<file path="src/rtl/eab_arb_pkg.sv">
// Shared types for the EAB arbiter: port ids, response tags and the EAB read latency.
package eab_arb_pkg;

    localparam int unsigned EAB_READ_LATENCY = 2;

    typedef enum logic {
        PORT_FETCH = 1'b0,
        PORT_DATA  = 1'b1
    } port_id_e;

    typedef struct packed {
        logic     valid;
        port_id_e port;
        logic     is_write;
    } rsp_tag_t;

endpackage

</file>
<file path="src/rtl/eab_rsp_pipe.sv">
// Fixed-depth shift register of response tags; aligns each transfer with its EAB read data.
module eab_rsp_pipe
    import eab_arb_pkg::*;
#(
    parameter int unsigned DEPTH = EAB_READ_LATENCY
) (
    input  logic     clk,
    input  logic     rst_n,
    input  rsp_tag_t tag_in,
    output rsp_tag_t tag_out
);

    rsp_tag_t stage_q [DEPTH];

    always_ff @(posedge clk or negedge rst_n) begin
        if (!rst_n) begin
            for (int unsigned i = 0; i < DEPTH; i++) begin
                stage_q[i] <= '0;
            end
        end else begin
            stage_q[0] <= tag_in;
            for (int unsigned i = 1; i < DEPTH; i++) begin
                stage_q[i] <= stage_q[i-1];
            end
        end
    end

    assign tag_out = stage_q[DEPTH-1];

endmodule

</file>
<file path="src/rtl/eab_arbiter.sv">
// Round-robin share of one EAB between the fetch (read-only) and data (read/write) ports;
// returns each 2-cycle-latency response to the port that issued it.
module eab_arbiter
    import eab_arb_pkg::*;
#(
    parameter int unsigned WIDTH      = 32,
    parameter int unsigned ADDR_WIDTH = 8
) (
    input  logic                  clk,
    input  logic                  rst_n,
    input  logic                  if_valid,
    output logic                  if_ready,
    input  logic [ADDR_WIDTH-1:0] if_addr,
    output logic                  if_rsp_valid,
    output logic [WIDTH-1:0]      if_rsp_data,
    input  logic                  d_valid,
    output logic                  d_ready,
    input  logic                  d_we,
    input  logic [ADDR_WIDTH-1:0] d_addr,
    input  logic [WIDTH-1:0]      d_wdata,
    output logic                  d_rsp_valid,
    output logic [WIDTH-1:0]      d_rsp_data,
    output logic [ADDR_WIDTH-1:0] ram_address,
    output logic                  ram_we,
    output logic [WIDTH-1:0]      ram_data,
    input  logic [WIDTH-1:0]      ram_q
);

    port_id_e              last_grant_q;
    logic [ADDR_WIDTH-1:0] addr_shadow_q;
    logic [WIDTH-1:0]      data_shadow_q;
    logic                  grant_f_c;
    logic                  grant_d_c;
    rsp_tag_t              tag_in_c;
    rsp_tag_t              tag_out;

    // Grant: sole requester wins; on contention the port not granted last time wins.
    always_comb begin
        grant_f_c = 1'b0;
        grant_d_c = 1'b0;
        if (rst_n) begin
            if (if_valid && d_valid) begin
                if (last_grant_q == PORT_DATA) begin
                    grant_f_c = 1'b1;
                end else begin
                    grant_d_c = 1'b1;
                end
            end else if (if_valid) begin
                grant_f_c = 1'b1;
            end else if (d_valid) begin
                grant_d_c = 1'b1;
            end
        end
    end

    assign if_ready = grant_f_c;
    assign d_ready  = grant_d_c;

    // Idle cycles replay the last granted address/data so the EAB input stays quiet.
    always_comb begin
        ram_address = addr_shadow_q;
        ram_data    = data_shadow_q;
        ram_we      = 1'b0;
        if (grant_f_c) begin
            ram_address = if_addr;
        end else if (grant_d_c) begin
            ram_address = d_addr;
            ram_data    = d_wdata;
            ram_we      = d_we;
        end
    end

    always_ff @(posedge clk or negedge rst_n) begin
        if (!rst_n) begin
            last_grant_q  <= PORT_DATA;
            addr_shadow_q <= '0;
            data_shadow_q <= '0;
        end else begin
            if (grant_f_c) begin
                last_grant_q  <= PORT_FETCH;
                addr_shadow_q <= if_addr;
            end else if (grant_d_c) begin
                last_grant_q  <= PORT_DATA;
                addr_shadow_q <= d_addr;
                data_shadow_q <= d_wdata;
            end
        end
    end

    always_comb begin
        tag_in_c          = '0;
        tag_in_c.valid    = grant_f_c | grant_d_c;
        tag_in_c.port     = grant_d_c ? PORT_DATA : PORT_FETCH;
        tag_in_c.is_write = grant_d_c & d_we;
    end

    eab_rsp_pipe #(
        .DEPTH (EAB_READ_LATENCY)
    ) u_rsp_pipe (
        .clk     (clk),
        .rst_n   (rst_n),
        .tag_in  (tag_in_c),
        .tag_out (tag_out)
    );

    // Response demux: the tail tag lines up with ram_q; writes report zero data.
    always_comb begin
        if_rsp_valid = 1'b0;
        if_rsp_data  = '0;
        d_rsp_valid  = 1'b0;
        d_rsp_data   = '0;
        if (tag_out.valid) begin
            if (tag_out.port == PORT_FETCH) begin
                if_rsp_valid = 1'b1;
                if_rsp_data  = ram_q;
            end else begin
                d_rsp_valid = 1'b1;
                if (!tag_out.is_write) begin
                    d_rsp_data = ram_q;
                end
            end
        end
    end

endmodule

</file>
<file path="config.mk">
export PLATFORM = sky130hd
export DESIGN_NAME = eab_arbiter
export DESIGN_NICKNAME = d
export VERILOG_FILES = /design/src/rtl/eab_arb_pkg.sv /design/src/rtl/eab_rsp_pipe.sv /design/src/rtl/eab_arbiter.sv
export SDC_FILE = /design/constraint.sdc
export NUM_CORES = 1
export LEC_CHECK = 0
export CAP_MARGIN = 20
export CORE_ASPECT_RATIO = 1.25
export CORE_MARGIN = 3
export CORE_UTILIZATION = 34
export DETAILED_ROUTE_END_ITERATION = 8
export GPL_ROUTABILITY_DRIVEN = 0
export HOLD_SLACK_MARGIN = 0.02
export PLACE_DENSITY = 0.92
export SETUP_SLACK_MARGIN = 0.3
export SLEW_MARGIN = 20
export SYNTH_ARGS = -nofsm -noshare
export SYNTH_HDL_FRONTEND = slang
export SYNTH_SLANG_ARGS = --single-unit
export TNS_END_PERCENT = 10
</file>
<file path="constraint.sdc">
create_clock -name clk -period 2.4 [get_ports clk]
set_input_delay 0.36 -clock clk [delete_from_list [all_inputs] [get_ports clk]]
set_output_delay 0.36 -clock clk [all_outputs]
set_load 0.005 [all_outputs]
</file>
-- After elaboration in Yosys (flattened, before gate mapping)
Cells that the tools add are included.
- register bits after elaboration: 47
- output and inout bits: 109
- logic and storage cells: 40
- multiplexer cells: 27
- bitwise gates (word level): 2
- reduce and logical (&&, ||, !) cells: 2
- operator list (kind ; count):
    $mux W32 ; 7
    $mux W1 ; 18
    $mux W8 ; 2
    $reduce_bool A2 Y1 ; 1
    $and A1 B1 Y1 ; 1
    $logic_and A1 B1 Y1 ; 1
    $or A1 B1 Y1 ; 1

-- Logic depth before layout (Yosys ltp)
- depth after elaboration: 6
- gate-level depth with buffers: 5
- depth with buffers taken out: 4

-- By module
A second synthesis with hierarchy kept.
- cells, all modules: 186
- area total of the unflattened synthesis: 2366.0 um^2
- by module, submodules not included (module ; times used ; cells an instance ; area each (um^2) ; sequential area each (um^2)):
    eab_arbiter ; 1 ; 177 ; 2193.4 ; 1027.2
    eab_rsp_pipe ; 1 ; 9 ; 172.7 ; 150.1

-- Worst setup path before layout
OpenSTA, ideal clock, no wires.
- path kind: register to output
- start: register last_grant_q
- end: output port ram_address[0]
- arrival: 1.215 ns
- data required time: 2.040 ns
- path slack: 0.825 ns
- stages on the path, launching flop included: 6
- path buffers: 1
- path through: dfstp_2 -> nand2_2 -> nand3_4 -> inv_2 -> buf_6 -> a221o_1
- longest elaborated chain between the ends: 5
- elaborated cells between the ends (all ways): 8
- RTL lines (item ; RTL line ; source):
    start, declared ; eab_arbiter.sv:29 ; port_id_e last_grant_q;
    start signal, assigned ; eab_arbiter.sv:75 ; last_grant_q <= PORT_DATA;
    start signal, assigned ; eab_arbiter.sv:80 ; last_grant_q <= PORT_FETCH;
    start signal, assigned ; eab_arbiter.sv:83 ; last_grant_q <= PORT_DATA;
    $mux W1 ; eab_arbiter.sv:43 ; if (last_grant_q == PORT_DATA) begin
    $mux W1 ; eab_arbiter.sv:42 ; if (if_valid && d_valid) begin
    $mux W1 ; eab_arbiter.sv:41 ; if (rst_n) begin
    net d_ready ; eab_arbiter.sv:17 ; output logic d_ready,
    $mux W8 ; eab_arbiter.sv:66 ; end else if (grant_d_c) begin
    $mux W8 ; eab_arbiter.sv:64 ; if (grant_f_c) begin
    end, declared ; eab_arbiter.sv:23 ; output logic [ADDR_WIDTH-1:0] ram_address,
The timed path passes the listed nets, and every way through them passes these cells.

-- Worst setup path after layout
- start: register last_grant_q
- end: output port ram_data[21]
- longest elaborated chain between the ends: 5
- elaborated cells between the ends (all ways): 8
- RTL lines (item ; RTL line ; source):
    $mux W1 ; eab_arbiter.sv:43 ;
    $mux W1 ; eab_arbiter.sv:42 ;
    $mux W1 ; eab_arbiter.sv:41 ;
    $mux W32 ; eab_arbiter.sv:66 ;
    $mux W32 (*) ; eab_arbiter.sv:64 ;
    end, declared ; eab_arbiter.sv:25 ; output logic [WIDTH-1:0] ram_data,
Mark *: on every way between the ends. The rest lies on a longest branch, timed or not.

==> Implementation_results.wiki <==
{| class="wikitable"
! Metric !! Value
|-
| Critical Path Start Type || flip-flop
|-
| Netlist Area Pre-Place || between 2000 and 2500 um^2
|-
| Die Wd || 78.2 um
|-
| Die H || 96.3 um
|-
| Post-Synthesis Mean Instance Area || 12.1 um^2
|-
| Count of state elements after synthesis || 47
|-
| Worst slack on hold paths || 0.0735 ns
|-
| Reg2Reg Launch Point || last_grant_q
|-
| Buffer cell driving the clock tree root || sky130_fd_sc_hd__clkbuf_8
|-
| Power Density || about 530 nW/um^2
|-
| Aggregate routed wire length || 8490 um
|-
| Number of search-and-repair iterations in the first detailed-routing pass || 4
|-
| Initial core utilization || a little over a third
|-
| Total DRC errors in the routed layout || 0
|-
| Most area-hungry cell type in the Yosys netlist || sky130_fd_sc_hd__dfrtp_1
|-
| Yosys Warn Count || 0
|-
| Leading register cell type out of synthesis || sky130_fd_sc_hd__dfrtp_1
|-
| Post-synth net total || between 200 and 300
|-
| Number of maximum-capacitance violations || 0
|-
| Clock transition at the registers of the reported paths || 0.09 ns
|-
| Crit path from || last_grant_q
|-
| Number of library cell types mapped by synthesis || 19
|-
| Portion of the post-synthesis area used by sequential elements || a little over half
|-
| Half-perimeter wire length after placement || ~6200 um
|-
| Accumulated negative setup slack || 0 ns
|-
| Final critical-path share of the clock period || 91.6%
|-
| Dominant cells by area after synthesis || sky130_fd_sc_hd__dfrtp_1, sky130_fd_sc_hd__and2_1, sky130_fd_sc_hd__mux2_2, sky130_fd_sc_hd__a221o_1, sky130_fd_sc_hd__dfstp_2
|-
| Final nets || 486
|-
| Core Rows || 32
|-
| Final setup slack of the worst path || 0.201 ns
|-
| Critical path class || flip-flop to output port
|-
| Class of the most critical hold timing path || input pin to asynchronous set/reset pin
|-
| Unrepaired setup endpoints after global routing || true
|-
| Total chip power || 2.45 mW
|-
| Overflow left after global routing || 0
|-
| Number of flops mapped to enable cells by yosys || 0
|-
| Asr flop ratio synth || 100%
|-
| Clock skew || approximately 0.011 ns
|-
| Syn-to-layout area delta || 110%
|-
| Antenna violations before repair || 2
|-
| Arrival time at the worst endpoint || 1.84 ns
|-
| Place WS || -0.0524 ns
|-
| WL per Instance || roughly 17 um
|-
| Maximum achievable frequency || 455 MHz
|-
| Relative max-transition margin || about 67%
|-
| Final min period || 2.20 ns
|-
| Total clock buffers created by CTS || 5
|-
| GRT Total Usage || between 20% and 30%
|-
| Endpoint required time on the critical path || 2.04 ns
|-
| Antenna viol nets, final || 0
|-
| Worst IR Drop VDD || roughly 0.54 mV
|-
| Count of clock tree sinks || 47
|-
| Cells after synthesis || about 180
|-
| Static Leakage || 2.12 nW
|-
| Wire length of the first global-routing pass || 12700 um
|-
| Top cells by count, synth || sky130_fd_sc_hd__and2_1, sky130_fd_sc_hd__dfrtp_1, sky130_fd_sc_hd__mux2_2
|-
| # fillers || 418
|-
| Kind of end point of the critical path || output port
|-
| Worst slew pin tran || 0.492 ns
|-
| Area enclosed by the die boundary || around 7500 um^2
|-
| CTS tree || yes
|-
| Number of pins with negative max-slew slack in the final report || 0
|-
| Average via count per standard cell || 4.66
|-
| Fraction of synthesized cell area taken by the top area cell type || 51.9%
|-
| Vias in the first global route || 2385
|-
| CTS H-Tree Depth || 2
|-
| Final setup fails || 0
|-
| Area inside the core boundary || 6250 um^2
|-
| Clock insertion delay at the later pin of the skew report || 0.29 ns
|-
| Initial DRC Count || 23
|-
| Port Buffer Count || between 150 and 200
|-
| Run status || complete, no violations
|-
| Hold-fix buffers, CTS || 0
|-
| Number of diodes added for antenna fixing || 0
|-
| Hold Violations, Final || 0
|-
| Highest fanout seen on the critical path || 8
|-
| Fraction of layout cells with a size suffix above 1 || between 20% and 30%
|-
| Via Count || 2269
|-
| Boundary pin count || 194
|-
| Number of buffers on the longest clock path || 2
|-
| Most frequent cell after synthesis || sky130_fd_sc_hd__and2_1
|-
| Maximum number of pins on one net before global-route repair || 40
|}
-- flip-flops by register name, summed over array words and instances (netlist names) --
name                count
addr_shadow_q           8
data_shadow_q          32
last_grant_q            1
u_rsp_pipe.tag_out      3
u_rsp_pipe.stage_q      3
-- report_power, final --
| part | leakage (nW) | switching, mW | internal, mW | total [mW] |
|---|---|---|---|---|
| Sequential | 0.563 | 0.0477 | 0.927 | 0.974 |
| Combinational | 1.49 | 0.303 | 0.587 | 0.890 |
| Clock | 0.0612 | 0.251 | 0.337 | 0.588 |
| Total | 2.12 | 0.601 | 1.85 | 2.45 |
-- worst max-delay path, cell delays in order, from the launching register on --
cell                      delay (ns)
sky130_fd_sc_hd__dfstp_2        0.55
sky130_fd_sc_hd__nand2_2        0.06
sky130_fd_sc_hd__nand3_4        0.14
sky130_fd_sc_hd__buf_12         0.13
sky130_fd_sc_hd__buf_12         0.10
sky130_fd_sc_hd__buf_12         0.13
sky130_fd_sc_hd__mux2_4         0.32
sky130_fd_sc_hd__buf_6          0.12
-- layer usage --
| metal | part of all wire (%) | global-route usage, % |
|---|---|---|
| met3 | 11 | 9.83 |
| met4 | 1.3 | 6.27 |
| met5 | 0.27 | 0 |
| met1 | 33 | 22.4 |
| met2 | 54 | 41.4 |
-- cell families after synthesis --
group                  count (synthesis)  share of synthesized area, %
AOI/OAI and AO/OA                     11                          4.46
and+or+nand+nor                       80                          23.0
buffers and inverters                 13                          3.21
muxes                                 32                          16.2
DFF                                   47                          53.1
-- what timing repair did --
action | in CTS | in global routing
gates resized for setup | 165 | 7
pin swaps | 1 | 0
gates cloned | 3 | 0
endpoints found under the setup margin | 75 | 101
setup buffers | 9 | 0
-- cell usage in the layout (no fill, tap or decap), types with 2 or more instances in the layout --
cell type,Yosys,final
sky130_fd_sc_hd__clkdlybuf4s15_2,0,2
sky130_fd_sc_hd__buf_12,0,4
sky130_fd_sc_hd__clkdlybuf4s50_1,0,150
sky130_fd_sc_hd__buf_2,0,14
sky130_fd_sc_hd__a221o_1,8,8
sky130_fd_sc_hd__dlygate4sd2_1,0,11
sky130_fd_sc_hd__mux2_2,32,5
sky130_fd_sc_hd__clkbuf_2,0,2
sky130_fd_sc_hd__buf_6,2,12
sky130_fd_sc_hd__dfrtp_1,46,46
sky130_fd_sc_hd__inv_1,2,2
sky130_fd_sc_hd__and2_1,74,73
sky130_fd_sc_hd__buf_4,2,17
sky130_fd_sc_hd__clkdlybuf4s15_1,0,4
sky130_fd_sc_hd__mux2_4,0,27
sky130_fd_sc_hd__clkbuf_8,0,6
sky130_fd_sc_hd__buf_8,0,2
-- path summary, 6_finish.rpt --
path                                    endpoint  slack, ns  depth (start not counted)
max                                 ram_data[21]       0.20                          7
max reg2reg                     data_shadow_q[3]       0.75                          7
min reg2reg                u_rsp_pipe.tag_out[1]       0.35                          0
min in group clk           u_rsp_pipe.tag_out[1]       0.35                          0
max in group asynchronous       data_shadow_q[2]       1.82                          2
min                             addr_shadow_q[7]       0.07                          2
-- cell type report --
class	count	area [um^2]	area share (%)
Clock buffer	6	82.6	1.78
Clock inverter	2	35.0	0.754
Inverter	3	13.8	0.296
Multi-Input combinational cell	125	1090	23.5
Sequential cell	47	1180	25.3
Tap cell	85	106	2.29
Timing Repair Buffer	219	2140	46.1
-- stage by stage --
step	utilization [%]	instances	area, um^2
5_1_grt	74.4	487	4650
3_5_place_dp	69.2	467	4320
6_report	74.4	487	4650
4_1_cts	74.2	487	4640
2_1_floorplan	-	183	2220
3_3_place_gp	69.2	467	4320
Power figures use the tool's default switching activity.
==> patch: new RTL, config.mk and constraints unchanged <==
Make the reset (`rst_n`) synchronous in 2 clocked blocks.
--- a/src/rtl/eab_rsp_pipe.sv
+++ b/src/rtl/eab_rsp_pipe.sv
@@ -12,7 +12,7 @@
 
     rsp_tag_t stage_q [DEPTH];
 
-    always_ff @(posedge clk or negedge rst_n) begin
+    always_ff @(posedge clk) begin
         if (!rst_n) begin
             for (int unsigned i = 0; i < DEPTH; i++) begin
                 stage_q[i] <= '0;
--- a/src/rtl/eab_arbiter.sv
+++ b/src/rtl/eab_arbiter.sv
@@ -70,7 +70,7 @@
         end
     end
 
-    always_ff @(posedge clk or negedge rst_n) begin
+    always_ff @(posedge clk) begin
         if (!rst_n) begin
             last_grant_q  <= PORT_DATA;
             addr_shadow_q <= '0;
Behaviour: differs if rst_n is asserted again (counterexample within 4 cycles, from zero or initial values and one cycle with rst_n low); with rst_n held inactive, the same outputs for 4 cycles.
==> patch against the unedited design <==
Routed wire length grew 24%. Final area increased by 6.0%. Global-route usage shrank 0.43 points. Combinational power down 35%. Sequential cell count unchanged. Via count grew 48%. Critical path type unchanged. Count of clock-buffer cells in the layout unchanged. Clock power shrank 22%. Critical path depth fell by 2. Power decreased by 24%. Worst setup slack better by 36 ps. Synthesized area is 23% higher. Register-to-register slack improved by 460 ps. Largest power group unchanged.
==> patch: results (changes against the unedited design) <==
Worst setup path
  • Max FO, Critical Path: 16 (+8)
  • Largest stage delay on the critical path: 500 ps (-50 ps)
  • Length in cells of the worst reg-to-reg path: 4 (-3)
  • Source of the critical timing path: u_rsp_pipe.stage_q[0][5]
  • Reg-to-reg critical path startpoint: last_grant_q
  • FF-to-FF setup slack: 1210 ps (+460 ps)
  • Worst flop-to-flop path endpoint: data_shadow_q[13]
  • Data arrival time of the worst path: 1800 ps (-40 ps)
  • Family with the most delay on the worst path: buffers and inverters

Finish
  • Sequential fraction of total cell area: 19.1% (-6.2 points)
  • #MultiIn Comb: 248 (+98%)
  • Largest registers: data_shadow_q (32), addr_shadow_q (8), u_rsp_pipe.stage_q (6)
  • Number of nets in the finished design: 616 (+27%)
  • Non-clk invs: 12 (+9)
  • Signal buffers share of area: 43.8% (-2.2 points)
  • Core utilization of the finished layout: 64.7% (-9.7 points)
  • Clk tree area frac: 1.73% (-0.80 points)

Worst hold path
  • Hold crit path type: in2reg

GRT
  • Global-route met2 utilization: 40.9% (-0.52 points)
  • Routing usage on met3: 4.81% (-5.0 points)
  • First-pass GRT wire length: 16.2 mm (+28%)

STA
  • Least-Margin Pin Slew: 1020 ps (+524 ps)

Logic synthesis
  • Sequential element share of the synthesized area: 34.4% (-19 points)
  • Dominant cells by area after synthesis: sky130_fd_sc_hd__dfxtp_1 34%, sky130_fd_sc_hd__and2_1 18%, sky130_fd_sc_hd__o2111ai_1 10%
  • Ranking of synthesized cells by instance count: 79 x sky130_fd_sc_hd__and2_1, 47 x sky130_fd_sc_hd__dfxtp_1, 33 x sky130_fd_sc_hd__nand2_1

Placed design
  • Total half-perimeter wirelength after legalization and detailed placement: 8.15 mm (+31%)
  • Post-DP Area: 4760 um2 (+10%)

Power
  • Internal Power: 1.36 mW (-26%)

Routing
  • 1st-pass router iterations: 6 (+2)

Run status
  • Status: finished, final reports clean
==> patch: changes by cell type in the layout (fill, tap and decap cells not counted), sizes merged, moves of 8 or more <==
cell,change
dfxtp,+47
dfrtp,-46
o2111ai,+32
a21oi,+31
nand2,+31
o21ai,+31
buf,-25
clkdlybuf4s50,+25
mux2,-24
inv,+9
a31oi,+8
dlymetal6s2s,+8
o221ai,+8
==> patch: how the worst max path moves through the flow <==
stage / slack (ps) / to / depth (start not counted)
2_1_floorplan: 820 / ram_address[0] / 6
3_3_place_gp: -70 / ram_address[0] / 6
3_5_place_dp: -130 / ram_address[1] / 6
4_1_cts: 210 / d_rsp_data[20] / 5
5_1_grt: 120 / d_rsp_data[4] / 5
6_report: 240 / d_rsp_data[4] / 5
==> patch: power by group through the flow <==
| stage | clock (mW) | combinational [mW] | sequential (mW) |
|---|---|---|---|
| finish | 0.459 | 0.575 | 0.830 |
| global route | 0.515 | 0.623 | 0.835 |
| CTS | 0.478 | 0.573 | 0.830 |
| detailed placement | 0 | 0.579 | 0.848 |
| global placement | 0 | 0.564 | 0.845 |
| floorplan | 0 | 0.224 | 0.843 |
==> patch: routing by layer <==
layer  up-vias  part of all wire [%]
li1       1610                     -
met1      1549                    36
met2       167                    53
met3        24                   7.3
met4         0                   3.6
met5         -                     0
==> patch: kinds of logic after synthesis <==
kind of cell    synth area share (%)
simple gates                    24.2
mux                             3.29
compound gates                  29.7
buf+inv                         8.45
flops                           34.4
==> patch: what timing repair did <==
item / CTS / global route
endpoints found under the setup margin: 75 / 99
resized for setup: 13 / 19
setup buffers: 0 / 1
cloned: 0 / 2
hold buffers: 0 / 0
